--- src/rtl/ps2_keyboard_rx.sv ---
// PS/2 keyboard receiver: conditions the raw PS/2 clock/data pins, deframes
// 11-bit frames (start, 8 data LSB-first, odd parity, stop) and queues good
// scan-code bytes in a small show-ahead FIFO for the CPU to poll.
module ps2_keyboard_rx #(
  parameter int FILTER  = 4,    // equal synchronised samples needed to change a filtered level
  parameter int TIMEOUT = 150,  // cycles without a clock fall before a partial frame is dropped
  parameter int DEPTH   = 8     // FIFO entries, power of two, >= 2
) (
  input  logic                     CLK_CPU,
  input  logic                     resetp,
  input  logic                     keyboard_clock,
  input  logic                     keyboard_data,
  input  logic                     rd_en,
  input  logic                     clear_err,
  output logic [7:0]               rd_data,
  output logic                     rd_valid,
  output logic [$clog2(DEPTH):0]   fifo_count,
  output logic                     overflow,
  output logic                     frame_err
);

  localparam int AW = $clog2(DEPTH);
  localparam int FW = $clog2(FILTER + 1);
  localparam int TW = $clog2(TIMEOUT + 1);

  localparam logic [FW-1:0] FILT_LAST   = FW'(FILTER - 1);
  localparam logic [TW-1:0] TIMEOUT_VAL = TW'(TIMEOUT);
  localparam logic [AW:0]   FULL_COUNT  = (AW + 1)'(DEPTH);

  // ---------------------------------------------------------------------
  // Input conditioning: bit 0 is the PS/2 clock, bit 1 is the PS/2 data.
  // ---------------------------------------------------------------------
  logic [1:0] pin_raw;
  logic [1:0] pin_filt;

  assign pin_raw = {keyboard_data, keyboard_clock};

  generate
    for (genvar gi = 0; gi < 2; gi++) begin : g_cond
      logic          sync1_reg;
      logic          sync2_reg;
      logic          level_reg;
      logic [FW-1:0] run_reg;

      // Two-FF synchroniser followed by a run-length filter: the filtered
      // level only follows the pin after FILTER consecutive differing samples.
      always_ff @(posedge CLK_CPU) begin
        if (resetp) begin
          sync1_reg <= 1'b1;
          sync2_reg <= 1'b1;
          level_reg <= 1'b1;
          run_reg   <= '0;
        end else begin
          sync1_reg <= pin_raw[gi];
          sync2_reg <= sync1_reg;
          if (sync2_reg != level_reg) begin
            if (run_reg == FILT_LAST) begin
              level_reg <= sync2_reg;
              run_reg   <= '0;
            end else begin
              run_reg <= run_reg + FW'(1);
            end
          end else begin
            run_reg <= '0;
          end
        end
      end

      assign pin_filt[gi] = level_reg;
    end
  endgenerate

  // ---------------------------------------------------------------------
  // Frame deserialiser
  // ---------------------------------------------------------------------
  typedef enum logic [1:0] {
    ST_IDLE,
    ST_DATA,
    ST_PARITY,
    ST_STOP
  } state_t;

  state_t        state_reg;
  logic [2:0]    bit_cnt_reg;
  logic [7:0]    shift_reg;
  logic          parity_reg;
  logic [TW-1:0] idle_cnt_reg;
  logic          clk_prev_reg;
  logic          frame_err_reg;

  logic fall;
  logic data_bit;
  logic frame_good;
  logic push;

  assign fall     = clk_prev_reg & ~pin_filt[0];
  assign data_bit = pin_filt[1];

  // Evaluated in STOP: stop bit high and odd parity over data plus parity bit.
  assign frame_good = data_bit & (^{shift_reg, parity_reg});

  // The byte is written into the FIFO on the edge that ends the stop-bit fall cycle.
  assign push = (state_reg == ST_STOP) & fall & frame_good;

  // Frame FSM advancing on filtered clock falls, with timeout and sticky frame error.
  always_ff @(posedge CLK_CPU) begin
    if (resetp) begin
      state_reg     <= ST_IDLE;
      bit_cnt_reg   <= '0;
      shift_reg     <= '0;
      parity_reg    <= 1'b0;
      idle_cnt_reg  <= '0;
      clk_prev_reg  <= 1'b1;
      frame_err_reg <= 1'b0;
    end else begin
      clk_prev_reg <= pin_filt[0];

      // Clear first so that an error raised in the same cycle wins.
      if (clear_err) begin
        frame_err_reg <= 1'b0;
      end

      if (fall) begin
        idle_cnt_reg <= '0;
      end else if (idle_cnt_reg != TIMEOUT_VAL) begin
        idle_cnt_reg <= idle_cnt_reg + TW'(1);
      end

      if (fall) begin
        case (state_reg)
          ST_IDLE: begin
            if (!data_bit) begin
              state_reg   <= ST_DATA;
              bit_cnt_reg <= '0;
            end else begin
              frame_err_reg <= 1'b1;
            end
          end
          ST_DATA: begin
            shift_reg   <= {data_bit, shift_reg[7:1]};
            bit_cnt_reg <= bit_cnt_reg + 3'd1;
            if (bit_cnt_reg == 3'd7) begin
              state_reg <= ST_PARITY;
            end
          end
          ST_PARITY: begin
            parity_reg <= data_bit;
            state_reg  <= ST_STOP;
          end
          ST_STOP: begin
            if (!frame_good) begin
              frame_err_reg <= 1'b1;
            end
            state_reg <= ST_IDLE;
          end
          default: begin
            state_reg <= ST_IDLE;
          end
        endcase
      end else if ((state_reg != ST_IDLE) && (idle_cnt_reg == TIMEOUT_VAL)) begin
        // Keyboard stalled mid-frame: abandon whatever was collected.
        state_reg     <= ST_IDLE;
        frame_err_reg <= 1'b1;
      end
    end
  end

  // ---------------------------------------------------------------------
  // Show-ahead FIFO
  // ---------------------------------------------------------------------
  logic [7:0]    mem [DEPTH];
  logic [AW-1:0] wr_ptr_reg;
  logic [AW-1:0] rd_ptr_reg;
  logic [AW:0]   count_reg;
  logic [7:0]    rd_data_reg;
  logic          overflow_reg;

  logic          pop;
  logic          full;
  logic          push_eff;
  logic          drop;
  logic [AW-1:0] head_ptr_next;
  logic [AW:0]   count_next;
  logic [7:0]    rd_data_next;

  assign pop      = rd_en & (count_reg != '0);
  assign full     = (count_reg == FULL_COUNT);
  assign push_eff = push & (~full | pop);
  assign drop     = push & full & ~pop;

  // Next head pointer, occupancy and head byte; a push landing on the new
  // head slot is forwarded since the array is written on the same edge.
  always_comb begin
    head_ptr_next = pop ? (rd_ptr_reg + AW'(1)) : rd_ptr_reg;

    count_next = count_reg;
    if (push_eff && !pop) begin
      count_next = count_reg + (AW + 1)'(1);
    end else if (!push_eff && pop) begin
      count_next = count_reg - (AW + 1)'(1);
    end

    rd_data_next = rd_data_reg;
    if (count_next != '0) begin
      if (push_eff && (head_ptr_next == wr_ptr_reg)) begin
        rd_data_next = shift_reg;
      end else begin
        rd_data_next = mem[head_ptr_next];
      end
    end
  end

  // Storage array, written only when a good byte is accepted.
  always_ff @(posedge CLK_CPU) begin
    if (push_eff) begin
      mem[wr_ptr_reg] <= shift_reg;
    end
  end

  // Pointers, occupancy, registered head byte and the sticky overflow flag.
  always_ff @(posedge CLK_CPU) begin
    if (resetp) begin
      wr_ptr_reg   <= '0;
      rd_ptr_reg   <= '0;
      count_reg    <= '0;
      rd_data_reg  <= '0;
      overflow_reg <= 1'b0;
    end else begin
      if (push_eff) begin
        wr_ptr_reg <= wr_ptr_reg + AW'(1);
      end
      rd_ptr_reg  <= head_ptr_next;
      count_reg   <= count_next;
      rd_data_reg <= rd_data_next;
      if (clear_err) begin
        overflow_reg <= 1'b0;
      end
      if (drop) begin
        overflow_reg <= 1'b1;
      end
    end
  end

  assign rd_data    = rd_data_reg;
  assign rd_valid   = (count_reg != '0);
  assign fifo_count = count_reg;
  assign overflow   = overflow_reg;
  assign frame_err  = frame_err_reg;

endmodule

--- config.mk ---
export PLATFORM = sky130hd
export DESIGN_NAME = ps2_keyboard_rx
export DESIGN_NICKNAME = d
export VERILOG_FILES = /design/src/rtl/ps2_keyboard_rx.sv
export SDC_FILE = /design/constraint.sdc
export NUM_CORES = 1
export LEC_CHECK = 0
export ABC_AREA = 1
export CAP_MARGIN = 30
export CORE_AREA = 2 2 120 122
export DETAILED_ROUTE_END_ITERATION = 7
export DIE_AREA = 0 0 122 124
export DONT_BUFFER_PORTS = 1
export SETUP_SLACK_MARGIN = 0.02
export SYNTH_ARGS = -nofsm -noshare
export SYNTH_HDL_FRONTEND = slang
export SYNTH_SLANG_ARGS = --single-unit
--- constraint.sdc ---
create_clock -name CLK_CPU -period 2.2 [get_ports CLK_CPU]
set_input_delay 0.66 -clock CLK_CPU [delete_from_list [all_inputs] [get_ports CLK_CPU]]
set_output_delay 0.66 -clock CLK_CPU [all_outputs]
set_load 0.01 [all_outputs]
# Word-level counts from Yosys, hierarchy flattened
# Memory sizes are Yosys's and may differ from the RTL's. A register that Yosys moved wholly into a read port is not among the register bits.
# Index checks and enable logic that the tools add are counted.
# totals
regBits	47
mem_bits_rw	64
inputBits	6
out_inout_bits	15
wordCells	98
memories	1
# op_classes
add_sub_neg	8
eq_ne	14
mux	20
bitwise	14
reduce_logical	22
# mem_list
name	words	width	read_ports	rd_ports_with_merged_regs	wr	line_no	rtl
mem	8	8	1	1	1	171	logic [7:0] mem [DEPTH];
# op_table
cell	n
3-bit by 1-bit adder with 3-bit output (second input constant)	5
1-bit two-way mux	9
9-bit XOR reduction	1
8-bit by 1-bit adder with 8-bit output (second input constant)	1
1-bit AND	8
8-bit equality test (second input constant)	1
2-bit two-way mux	4
4-bit two-way mux	2
8-bit inequality test (second input constant)	1
2-bit case mux with 4 select lines	1
2-bit AND reduction	4
2-bit nonzero test	4
4-bit nonzero test	2
3-bit by 2-bit equality test with 1-bit output (second input constant)	2
3-bit two-way mux	2
3-bit inequality test (second input constant)	2
3-bit case mux with 2 select lines	1
3-bit AND reduction	2
3-bit OR reduction	2
1-bit NOT	5
4-bit by 1-bit adder with 4-bit output (second input constant)	1
2-bit equality test (second input constant)	2
4-bit equality test (second input constant)	1
4-bit by 1-bit subtractor with 4-bit output (second input constant)	1
other kinds (10)	14

# Logic depth before layout (Yosys ltp)
# Gate-level depths: netlist of the first run.
# logic_depth
ltp_word	10
ltp_mapped	20
ltp_nobuf	20

# Worst setup path before layout of the first run
# OpenSTA, ideal clock, no wires.
# synth_timing
path_type	register -> register
from	register shift_reg[5]
to	memory mem[1][0] (enable)
setup_time_ps	370
t_arrival_ps	1942
required_ps	1830
slack_ps	-112
stages_incl_launch_ff	15
n_path_buf	0
synth_period_minus_slack_ps	2312
path_cell_list	dfxtp_1 inv_1 nand2_1 nand2_1 nand2_1 nand2_1 nand2_2 nand2_1 nand2_2 nand4_4 nor2_4 inv_1 nor2_1 inv_1 nor2_1
# synth_via
elab_chain_len	6
# synth_lines
item	line_no	rtl
start, declared	85	logic [7:0] shift_reg;
start signal, assigned	140	shift_reg <= {data_bit, shift_reg[7:1]};
9-bit XOR reduction	100	assign frame_good = data_bit & (^{shift_reg, parity_reg});
1-bit AND	100	
1-bit AND	103	assign push = (state_reg == ST_STOP) & fall & frame_good;
1-bit AND	188	assign push_eff = push & (~full | pop);
1-bit two-way mux	215	if (push_eff) begin
1-bit two-way mux (not written as such)	216	mem[wr_ptr_reg] <= shift_reg;
end, declared	171	
# Every way passes these cells.

# Worst setup path in the final report of the first run
# layout_timing
from	register shift_reg[2]
to	register rd_data_reg[3], in the netlist rd_data[3] (read register of mem)
# layout_via
elab_chain_len	9
word_cells_on_any_way	10
cone_classes	2 x mux; 3 x bitwise; 5 x reduce/logical
# layout_lines
item	line_no	rtl
9-bit XOR reduction (*)	100	
1-bit AND (*)	100	
1-bit AND (*)	103	
1-bit AND (*)	188	
1-bit logical NOT	199	end else if (!push_eff && pop) begin
1-bit logical AND	199	
4-bit two-way mux	199	
4-bit two-way mux (*)	197	if (push_eff && !pop) begin
4-bit nonzero test (*)	204	if (count_next != '0) begin
end, declared	175	logic [7:0] rd_data_reg;
# Mark *: on every way between the ends. The rest lies on a longest branch, timed or not.
# A chain may end at the register's enable or synchronous reset.

==> results.ini, run 1 <==
[clock_network]
path_clk_slew_ns = 0.06
htreeDepth = 4
cts.sinks = 119
clkLatencyLatePin_ns = 0.41
cts_tree = yes
cts_root_buf = clkbuf_16
clock_path_buffers = 2
cts_buffers = 17

[power_and_ir_drop]
p_sw_share_pct = 36.25
powerDensity_nw_per_um2 = 1215
power_switching_mw = 3.141
total_power_mw = 8.666
comb_power_share_pct = 39.1
clkPwrFrac_pct = 31.9
seqPwrFrac_pct = 29.1
leakage_nw = 2.935
p_int_mw = 5.525
vdd_drop_max_mv = 0.7451

[route]
post-route-drc-count = 0
drtAntennaViolNets = 0
vias = 4453
drtPass1Iterations = 4
routedWlPerCell_um = 15.59
routed_via_density = 5.107
totalWireLength_mm = 13.60
first_iter_violations = 307

[sta]
setup_tns_ns = 0
min_period_ns = 2.140
skew_ns = 0.006994
fin_crit_sh_pct = 97.27
maxSlewHeadroom_pct = 65.24
rsz0062_at_grt = yes
hold_viol = 0
drv_slew = 0
worst_pin_slew_ns = 0.5208
fmax_mhz = 467.3
finalSetupViolCount = 0

[logic_synthesis]
synth_area_um2 = 5469
ys.flop_type = edfxtp_1
synthArstFlopShare_pct = 0
ys_types = 37
synthCells = 614
postSynthAreaPerCell_um2 = 8.907
syn-num-nets = 636
synth_edf_count = 64
yosysWarnings = 0
ys_ff_latch = 119
ys_seq_area_share_pct = 55.27

[job]
drv_cap = 0

[global_routing]
antenna_found_initial = 0
gr-total-overflow = 0
grt_pass1_vias = 4156
grt_use_total_pct = 18.24
grt_max_degree = 34
grt_first_pass_wirelength_mm = 20.78

[worst_setup_path]
required_ns = 2.55
crit_path_top_delay_cell = dfxtp_4
critPathArrivalTime_ns = 2.49
start_kind = flop
reg2reg_to = rd_data[3]$_SDFFE_PP0P_
critPathLaunch = shift_reg[2]$_SDFFE_PP0P_
critPathBufInv = 2
worstSetupPathType = reg -> reg
cpPeakStageDelay_ns = 0.40
critPathMaxFanout = 8
crit_family = simple AND/OR/NAND/NOR gates
rr_startpoint = shift_reg[2]$_SDFFE_PP0P_
path_common_cell = nand2_2
crit_cells = 17
rr_worst_depth = 17
ff2ff_setup_slack_ns = 0.06
critPathCaptureType = flop
crit_chain = inv_4, nand2_2, nand2_2, inv_2, nand2_2, nand2_2, nand2_4, nand3_4, nand2_4, nor2_4, nand4_4, or2_1, nand2_2, nand2_2, nor2_4, nor2_1, nor2_1
crit_end = rd_data[3]$_SDFFE_PP0P_

[finish]
multiInputGateArea_um2 = 2430
seq_area_um2 = 3055
antenna_cells = 0
top_register = mem
final_net_count = 701
drive_gt1_share_pct = 28.90
area_growth_syn_to_layout_pct = 30.47
fillCellCount = 1222
design_area_um2 = 7136
largest_reg_flops = 64

[floorplan]
core_um2 = 13720
design.die.area_um2 = 15130
rows = 43
io_pins = 21
die_h_um = 124
fp.dieW_um = 122
start_util_pct = 39.86

[min_path]
hold_path_class = in -> reg

[run_status]
status = completed

[place]
place_hpwl_mm = 8.968
routabilityCongestion = 0.8036
placed_area_um2 = 6036
port_buffers = 0

[timing repair]
action,4_1_cts,5_1_grt
gates cloned,1,0
pin swaps,2,44
setup endpoints to repair,71,72
hold buffers,0,0
gates resized for setup,21,107
setup buffers,5,6
[synthesized netlist by cell type (3+ instances only)]
library cell	number	area share (%)
nand3b_1	6	0.82
o21ai_1	8	0.73
a21oi_1	27	2.5
ha_1	16	3.7
clkbuf_1	6	0.41
xor2_1	6	0.96
nor3_1	3	0.27
nor2_1	83	5.7
dfxtp_1	55	20
inv_1	57	3.9
nand2_1	143	9.8
nand3_2	3	0.55
edfxtp_1	64	35
nand3_1	44	4.0
nor2_4	6	1.2
inv_2	6	0.41
buf_2	5	0.46
o22ai_1	8	0.92
nand2_2	9	1.0
or2_2	4	0.46
o21ai_0	31	2.8
a31oi_1	4	0.46
[how the worst min path moves through the flow]
stage                                        start                              to  slack [ns]  cells past startpoint
floorplan           g_cond[0].sync1_reg$_SDFF_PP1_  g_cond[0].sync2_reg$_SDFF_PP1_        0.39                      1
global placement    g_cond[1].sync1_reg$_SDFF_PP1_  g_cond[1].sync2_reg$_SDFF_PP1_        0.39                      1
detailed placement  g_cond[1].sync1_reg$_SDFF_PP1_  g_cond[1].sync2_reg$_SDFF_PP1_        0.39                      1
CTS                                         resetp        fifo_count[0]$_SDFF_PP0_        0.30                      1
global route                                resetp     bit_cnt_reg[2]$_SDFFE_PP0P_        0.29                      1
finish                                      resetp     bit_cnt_reg[2]$_SDFFE_PP0P_        0.32                      1
[worst reg2reg max path, cell delays in order, from the launching register on]
cell	delay, ns
dfxtp_4	0.40
inv_4	0.05
nand2_2	0.06
nand2_2	0.06
inv_2	0.05
nand2_2	0.04
nand2_2	0.07
nand2_4	0.06
nand3_4	0.10
nand2_4	0.06
nor2_4	0.16
nand4_4	0.19
or2_1	0.29
nand2_2	0.09
nand2_2	0.08
nor2_4	0.16
nor2_1	0.06
nor2_1	0.09
[through the flow]
step | setup slack (ns) | instances | utilization, % | hold slack (ns)
after floorplan | -0.1123 | 614 | - | 0.3895
after detailed placement | -0.1773 | 828 | 43.99 | 0.3940
after CTS | 0.01146 | 866 | 49.30 | 0.2977
final | 0.06011 | 872 | 52.01 | 0.3158
after global placement | -0.07808 | 828 | 43.99 | 0.3918
after global routing | -0.1030 | 872 | 52.01 | 0.2904
[placed cells by master, fill, tap and decap left out, types with 5 or more instances in the layout]
| cell type | instances |
|---|---|
| a21oi_1 | 27 |
| buf_4 | 41 |
| buf_6 | 15 |
| clkbuf_16 | 19 |
| dfxtp_1 | 45 |
| dfxtp_4 | 8 |
| edfxtp_1 | 64 |
| ha_1 | 15 |
| inv_1 | 47 |
| inv_2 | 10 |
| inv_4 | 6 |
| nand2_1 | 114 |
| nand2_2 | 32 |
| nand2_4 | 5 |
| nand3_1 | 36 |
| nand3_2 | 8 |
| nand3b_1 | 6 |
| nor2_1 | 72 |
| nor2_2 | 5 |
| nor2_4 | 12 |
| o21ai_0 | 27 |
| o21ai_1 | 10 |
| o22ai_1 | 8 |
| xor2_1 | 5 |
[power by group through the flow]
stage	registers (mW)	clock network [mW]	logic [mW]
2_1_floorplan	2.59	0	1.90
3_3_place_gp	2.57	0	2.73
3_5_place_dp	2.57	0	2.78
4_1_cts	2.52	2.80	2.89
5_1_grt	2.53	2.91	3.70
6_report	2.52	2.76	3.39
[area by class of cell]
cell class              instances  share of cell area [%]
flip-flops and latches        119                   42.82
clock buffers                  20                   6.856
multi-input cells             417                   34.05
repair buffers                 61                   8.013
well taps                     180                   3.156
inverters                      63                   3.542
clock inverters                12                   1.561
[cell families (layout without fill, tap and decap cells)]
family	after synthesis	after routing	synth area share [%]
buf+inv	79	156	5.880
xor+xnor	9	9	1.579
compound gates	83	83	8.351
simple gates	308	309	25.26
flops	119	119	55.27
fa+ha+maj	16	16	3.660
[routing by layer]
layer | part of all wire, % | GRT usage [%] | up-vias | wire length [um]
met1 | 42 | 21.65 | 2150 | 5645
met5 | 0 | 0 | - | 0
li1 | - | - | 2176 | -
met3 | 5.9 | 5.540 | 14 | 807
met4 | 1.4 | 6.322 | 0 | 186
met2 | 51 | 31.46 | 113 | 6956
Note: power is estimated with default switching activity, not from simulation.
==> inputs of run 2 (changes only) <==
==> constraint.sdc (replaced) <==
create_clock -name CLK_CPU -period 2.2 [get_ports CLK_CPU]
set_input_delay 0.44 -clock CLK_CPU [delete_from_list [all_inputs] [get_ports CLK_CPU]]
set_output_delay 0.44 -clock CLK_CPU [all_outputs]
set_load 0.01 [all_outputs]
==> run 2 against run 1 <==
Clock skew grew 0.0038 ns. Hold slack lost 0.23 ns. Global-route usage shrank 0.077 points. Count of clock-buffer cells in the layout is the same. Setup slack lost 0.043 ns. Core utilization is essentially flat. Highest routed layer unchanged. Non-clock buffer count grew 8. Die area is the same.
==> results.ini, run 2 (synthesized netlist as in run 1, its figures left out) <==
[clock_network]
cts.sinks = 119
cts_root_buf = clkbuf_16
clkLatencyLatePin_ns = 0.42
htreeDepth = 4
cts_tree = yes
path_clk_slew_ns = 0.06
cts_buffers = 17
cts-hold-fix-buffers = 0
clock_path_buffers = 2

[finish]
postLayoutCoreUtil_pct = 51.97
final_net_count = 709
finalNonFillerCells = 880
largest_reg_flops = 64
mostFrequentLayoutCell = nand2_1
mostFrequentLayoutCells = nand2_1 (127), nor2_1 (73), edfxtp_1 (64)
fillCellCount = 1227
top_register = mem
area_growth_syn_to_layout_pct = 30.38
drive_gt1_share_pct = 27.29
antenna_cells = 0

[power_and_ir_drop]
p_sw_share_pct = 35.68
powerDensity_nw_per_um2 = 1214
total_power_mw = 8.657
leakage_nw = 2.955
clkPwrFrac_pct = 30.8
seqPwrFrac_pct = 29.1
power_switching_mw = 3.089
vdd_drop_max_mv = 0.4852
comb_power_share_pct = 40.1
p_int_mw = 5.568

[min_path]
hold_path_class = in -> reg

[sta]
min_period_ns = 2.183
maxSlewHeadroom_pct = 53.76
fin_crit_sh_pct = 99.21
worst_pin_slew_ns = 0.6929
finalSetupViolCount = 0
rsz0062_at_grt = yes
drv_slew = 0
final.setup.worst_slack_ns = 0.01731
hold_viol = 0
whs_ns = 0.08806
fmax_mhz = 458.2
skew_ns = 0.01082

[worst_setup_path]
critPathArrivalTime_ns = 2.50
crit_family = buffers and inverters
critPathMaxFanout = 8
critPathBufInv = 5
worstSetupPathType = reg -> reg
critPathCaptureType = flop
start_kind = flop
required_ns = 2.52
crit_chain = inv_2, ha_4, nand3_4, nand2_4, buf_6, nor2_4, xor2_4, buf_6, clkinvlp_4, buf_4, nand2_1, a31oi_1, nor2_1, nor2_1
crit_path_top_delay_cell = dfxtp_2
cpPeakStageDelay_ns = 0.34

[global_routing]
gr-total-overflow = 0
grt_max_degree = 33
grt_use_total_pct = 18.17
antenna_found_initial = 0
grt_pass1_vias = 4134
grt_first_pass_wirelength_mm = 20.65

[route]
routedWlPerCell_um = 15.06
post-route-drc-count = 0
totalWireLength_mm = 13.25
routed_via_density = 5.006
drtAntennaViolNets = 0
first_iter_violations = 298
drtPass1Iterations = 8
vias = 4405

[run_status]
status = completed

[floorplan]
start_util_pct = 39.86
io_pins = 21
die_h_um = 124
fp.dieW_um = 122
design.die.area_um2 = 15130
rows = 43
core_um2 = 13720

[place]
dp_slack_ns = -0.3176
place_hpwl_mm = 8.753
dp.cells = 828
routabilityCongestion = 0.8344
port_buffers = 0

[job]
drv_cap = 0

[run 2: per-stage QoR]
stage	setup TNS, ns	instance area, um^2
2_1_floorplan	-3.591	5470
3_3_place_gp	-0.5481	6061
3_5_place_dp	-1.070	6061
4_1_cts	0	6779
5_1_grt	-2.172	7131
6_report	0	7131
[run 2: per-layer routing]
metal  GRT usage [%]  up-vias  wire length [um]
met4           8.405        0               295
met5               0        -                 0
li1                -     2185                 -
met2           30.62      114              6716
met1           22.27     2084              5648
met3           3.984       22               591
[run 2: final timing paths]
check | start | to | slack [ns] | cells past startpoint
min reg2reg | g_cond[0].sync1_reg$_SDFF_PP1_ | g_cond[0].sync2_reg$_SDFF_PP1_ | 0.41 | 1
max reg2reg | fifo_count[1]$_SDFF_PP0_ | rd_data[4]$_SDFFE_PP0P_ | 0.02 | 14
max | fifo_count[1]$_SDFF_PP0_ | rd_data[4]$_SDFFE_PP0P_ | 0.02 | 14
min | resetp | fifo_count[0]$_SDFF_PP0_ | 0.09 | 1
[run 2: cell type report]
| type | count | area [um^2] | area share, % |
|---|---|---|---|
| multi-input combinational | 417 | 2359 | 33.08 |
| inverter | 63 | 255.2 | 3.580 |
| sequential | 119 | 3048 | 42.74 |
| timing repair buffer | 69 | 666.9 | 9.353 |
| clock buffer | 20 | 489.2 | 6.861 |
| clock inverter | 12 | 87.58 | 1.228 |
| tap | 180 | 225.2 | 3.158 |
[run 2: power groups by stage]
stage	registers, mW	clock network [mW]	logic, mW
CTS	2.53	2.69	3.05
global route	2.53	2.80	3.81
floorplan	2.59	0	1.90
detailed placement	2.57	0	2.86
finish	2.52	2.66	3.48
global placement	2.57	0	2.83
[run 2: worst reg2reg max path, delay by kind of cell, from the launching register on]
family / cells / cell delay [ns]
and+or+nand+nor: 6 / 0.54
adders and majority gates: 1 / 0.17
buffers and inverters: 5 / 0.70
xor gates and xnor gates: 1 / 0.21
DFF: 1 / 0.34
AOI/OAI and AO/OA: 1 / 0.11
[run 2: what timing repair did]
action                                  CTS  global route
buffers inserted                          6            13
hold endpoints to repair                  0             0
gates cloned                              1             0
endpoints found under the setup margin   41            73
resized for setup                        28            71
pin swaps                                13            28
==> inputs of run 3 (changes only) <==
Clock period 2.2 ns to 2.6 ns, I/O delays scaled along.
==> run 3 against run 2 <==
Routed wire length shrank 8.0%. First-iteration DRC count shrank 3.0%. Cell count shrank 3.4%. Power shrank 25%. Sequential share of layout area grew 3.8 points. Via count shrank 5.4%. Count of clock-buffer cells in the layout grew 1. Global-route usage shrank 1.1 points. Setup slack gained 0.21 ns. Combinational power shrank 37%. Largest cell class unchanged.
==> results.ini, run 3 (synthesized netlist as in run 1, its figures left out) <==
[power_and_ir_drop]
clkPwrFrac_pct = 33.3
p_int_mw = 4.196
p_sw_share_pct = 35.45
comb_power_share_pct = 33.8
seqPwrFrac_pct = 32.9
power_switching_mw = 2.305
leakage_nw = 2.739
vdd_drop_max_mv = 0.4743
powerDensity_nw_per_um2 = 1001
total_power_mw = 6.501

[sta]
fin_crit_sh_pct = 91.24
skew_ns = 0.009988
worst_pin_slew_ns = 0.7052
hold_viol = 0
maxSlewHeadroom_pct = 52.93
rsz0062_at_grt = no
fmax_mhz = 421.5
min_period_ns = 2.372
setup_tns_ns = 0
drv_slew = 0
finalSetupViolCount = 0

[place]
placed_area_um2 = 5899
port_buffers = 0
dp.cells = 815
routabilityCongestion = 0.8698
place_hpwl_mm = 8.688

[finish]
largest_reg_flops = 64
mostFrequentLayoutCells = nand2_1 (143), nor2_1 (83), edfxtp_1 (64)
antenna_cells = 0
top_register = mem
final_net_count = 680
design_area_um2 = 6492
area_growth_syn_to_layout_pct = 18.71
finalNonFillerCells = 850
drive_gt1_share_pct = 15.67
mostFrequentLayoutCell = nand2_1

[floorplan]
die_h_um = 124
fp.dieW_um = 122
core_um2 = 13720
io_pins = 21
design.die.area_um2 = 15130
rows = 43
start_util_pct = 39.86

[clock_network]
cts_buffers = 17
cts-hold-fix-buffers = 0
path_clk_slew_ns = 0.05
cts_tree = yes
clkLatencyLatePin_ns = 0.41
cts_root_buf = clkbuf_16
clock_path_buffers = 2
htreeDepth = 4
cts.sinks = 119

[min_path]
hold_end = bit_cnt_reg[1]$_SDFFE_PP0P_
hp-start = resetp
hold_depth = 1
hold_path_class = in -> reg

[global_routing]
grt_use_total_pct = 17.08
grt_first_pass_wirelength_mm = 19.38
grt_pass1_vias = 3977
gr-total-overflow = 0
antenna_found_initial = 0
grt_max_degree = 31

[run_status]
status = completed

[worst_setup_path]
start_kind = flop
worstSetupPathType = reg -> reg
rr_startpoint = shift_reg[6]$_SDFFE_PP0P_
critPathCaptureType = flop
required_ns = 2.70
critPathMaxFanout = 8
critPathArrivalTime_ns = 2.47
reg2reg_to = mem[3][7]$_DFFE_PP_
critPathLaunch = shift_reg[6]$_SDFFE_PP0P_
ff2ff_setup_slack_ns = 0.23
rr_worst_depth = 15

[route]
drtAntennaViolNets = 0
totalWireLength_mm = 12.19
first_iter_violations = 289
routedWlPerCell_um = 14.34
vias = 4165
post-route-drc-count = 0
routed_via_density = 4.900
drtPass1Iterations = 4

[job]
drv_cap = 0

==> run 3: cell count changes in the layout (fill, tap and decap cells not counted), moves of 5 or more <==
cell	previous run	this run
nor2_2	6	0
buf_4	49	40
buf_6	11	0
dfxtp_4	5	0
nand2_2	20	8
buf_12	8	1
inv_1	47	57
dfxtp_1	45	54
nand2_1	127	143
nor2_1	73	83
==> run 3: metal layers <==
metal	routed length [um]	GRT usage, %	part of all wire [%]
met4	259	8.477	2.1
met3	403	4.487	3.3
met5	0	0	0
met1	5705	20.67	47
met2	5819	28.25	48
==> run 3: through the flow <==
step / worst slack, ns / utilization [%] / hold slack, ns
after detailed placement: 0.2192 / 43.00 / 0.3923
after CTS: 0.2006 / 47.06 / 0.1569
final: 0.2277 / 47.32 / 0.1822
after global routing: 0.03369 / 47.32 / 0.1601
after global placement: 0.2554 / 43.00 / 0.3946
after floorplan: 0.2877 / - / 0.3895
==> run 3: critical path, stage by stage (launching register included) <==
cell and delay (ns):
dfxtp_1 0.40, inv_1 0.12, nand2_1 0.09, nand2_1 0.07, nand2_1 0.06, nand2_1 0.06, nand2_2 0.09, nand2_1 0.07
nand2_2 0.07, nand4_4 0.15, nor2_4 0.25, inv_1 0.10, nor2_1 0.13, inv_1 0.10, nor2_1 0.10, buf_4 0.22
==> run 3: how the worst max path moves through the flow <==
stage	to	slack, ns
CTS	mem[1][2]$_DFFE_PP_	0.20
detailed placement	mem[1][5]$_DFFE_PP_	0.22
global placement	mem[1][5]$_DFFE_PP_	0.26
global route	rd_data[6]$_SDFFE_PP0P_	0.03
finish	mem[3][7]$_DFFE_PP_	0.23
floorplan	mem[1][0]$_DFFE_PP_	0.29
==> run 3: what timing repair did <==
action / in CTS / in global routing
endpoints found under the setup margin: 0 / 26
gates resized for setup: 0 / 2
buffers inserted: 0 / 4
==> run 3: final cells by class <==
type / instances / area, um^2
clock buffers: 21 / 491.7
clock inverters: 10 / 65.06
fillers: 1299 / 7227
inverters: 63 / 236.5
multi-input cells: 416 / 2130
flip-flops and latches: 119 / 3024
well taps: 180 / 225.2
repair buffers: 41 / 320.3
==> run 3: power by group through the flow <==
stage,sequential [mW],clock (mW),combinational (mW)
after detailed placement,2.17,0,2.19
after floorplan,2.19,0,1.60
after CTS,2.14,2.21,2.20
after global placement,2.17,0,2.15
after global routing,2.14,2.28,2.48
final,2.14,2.17,2.20
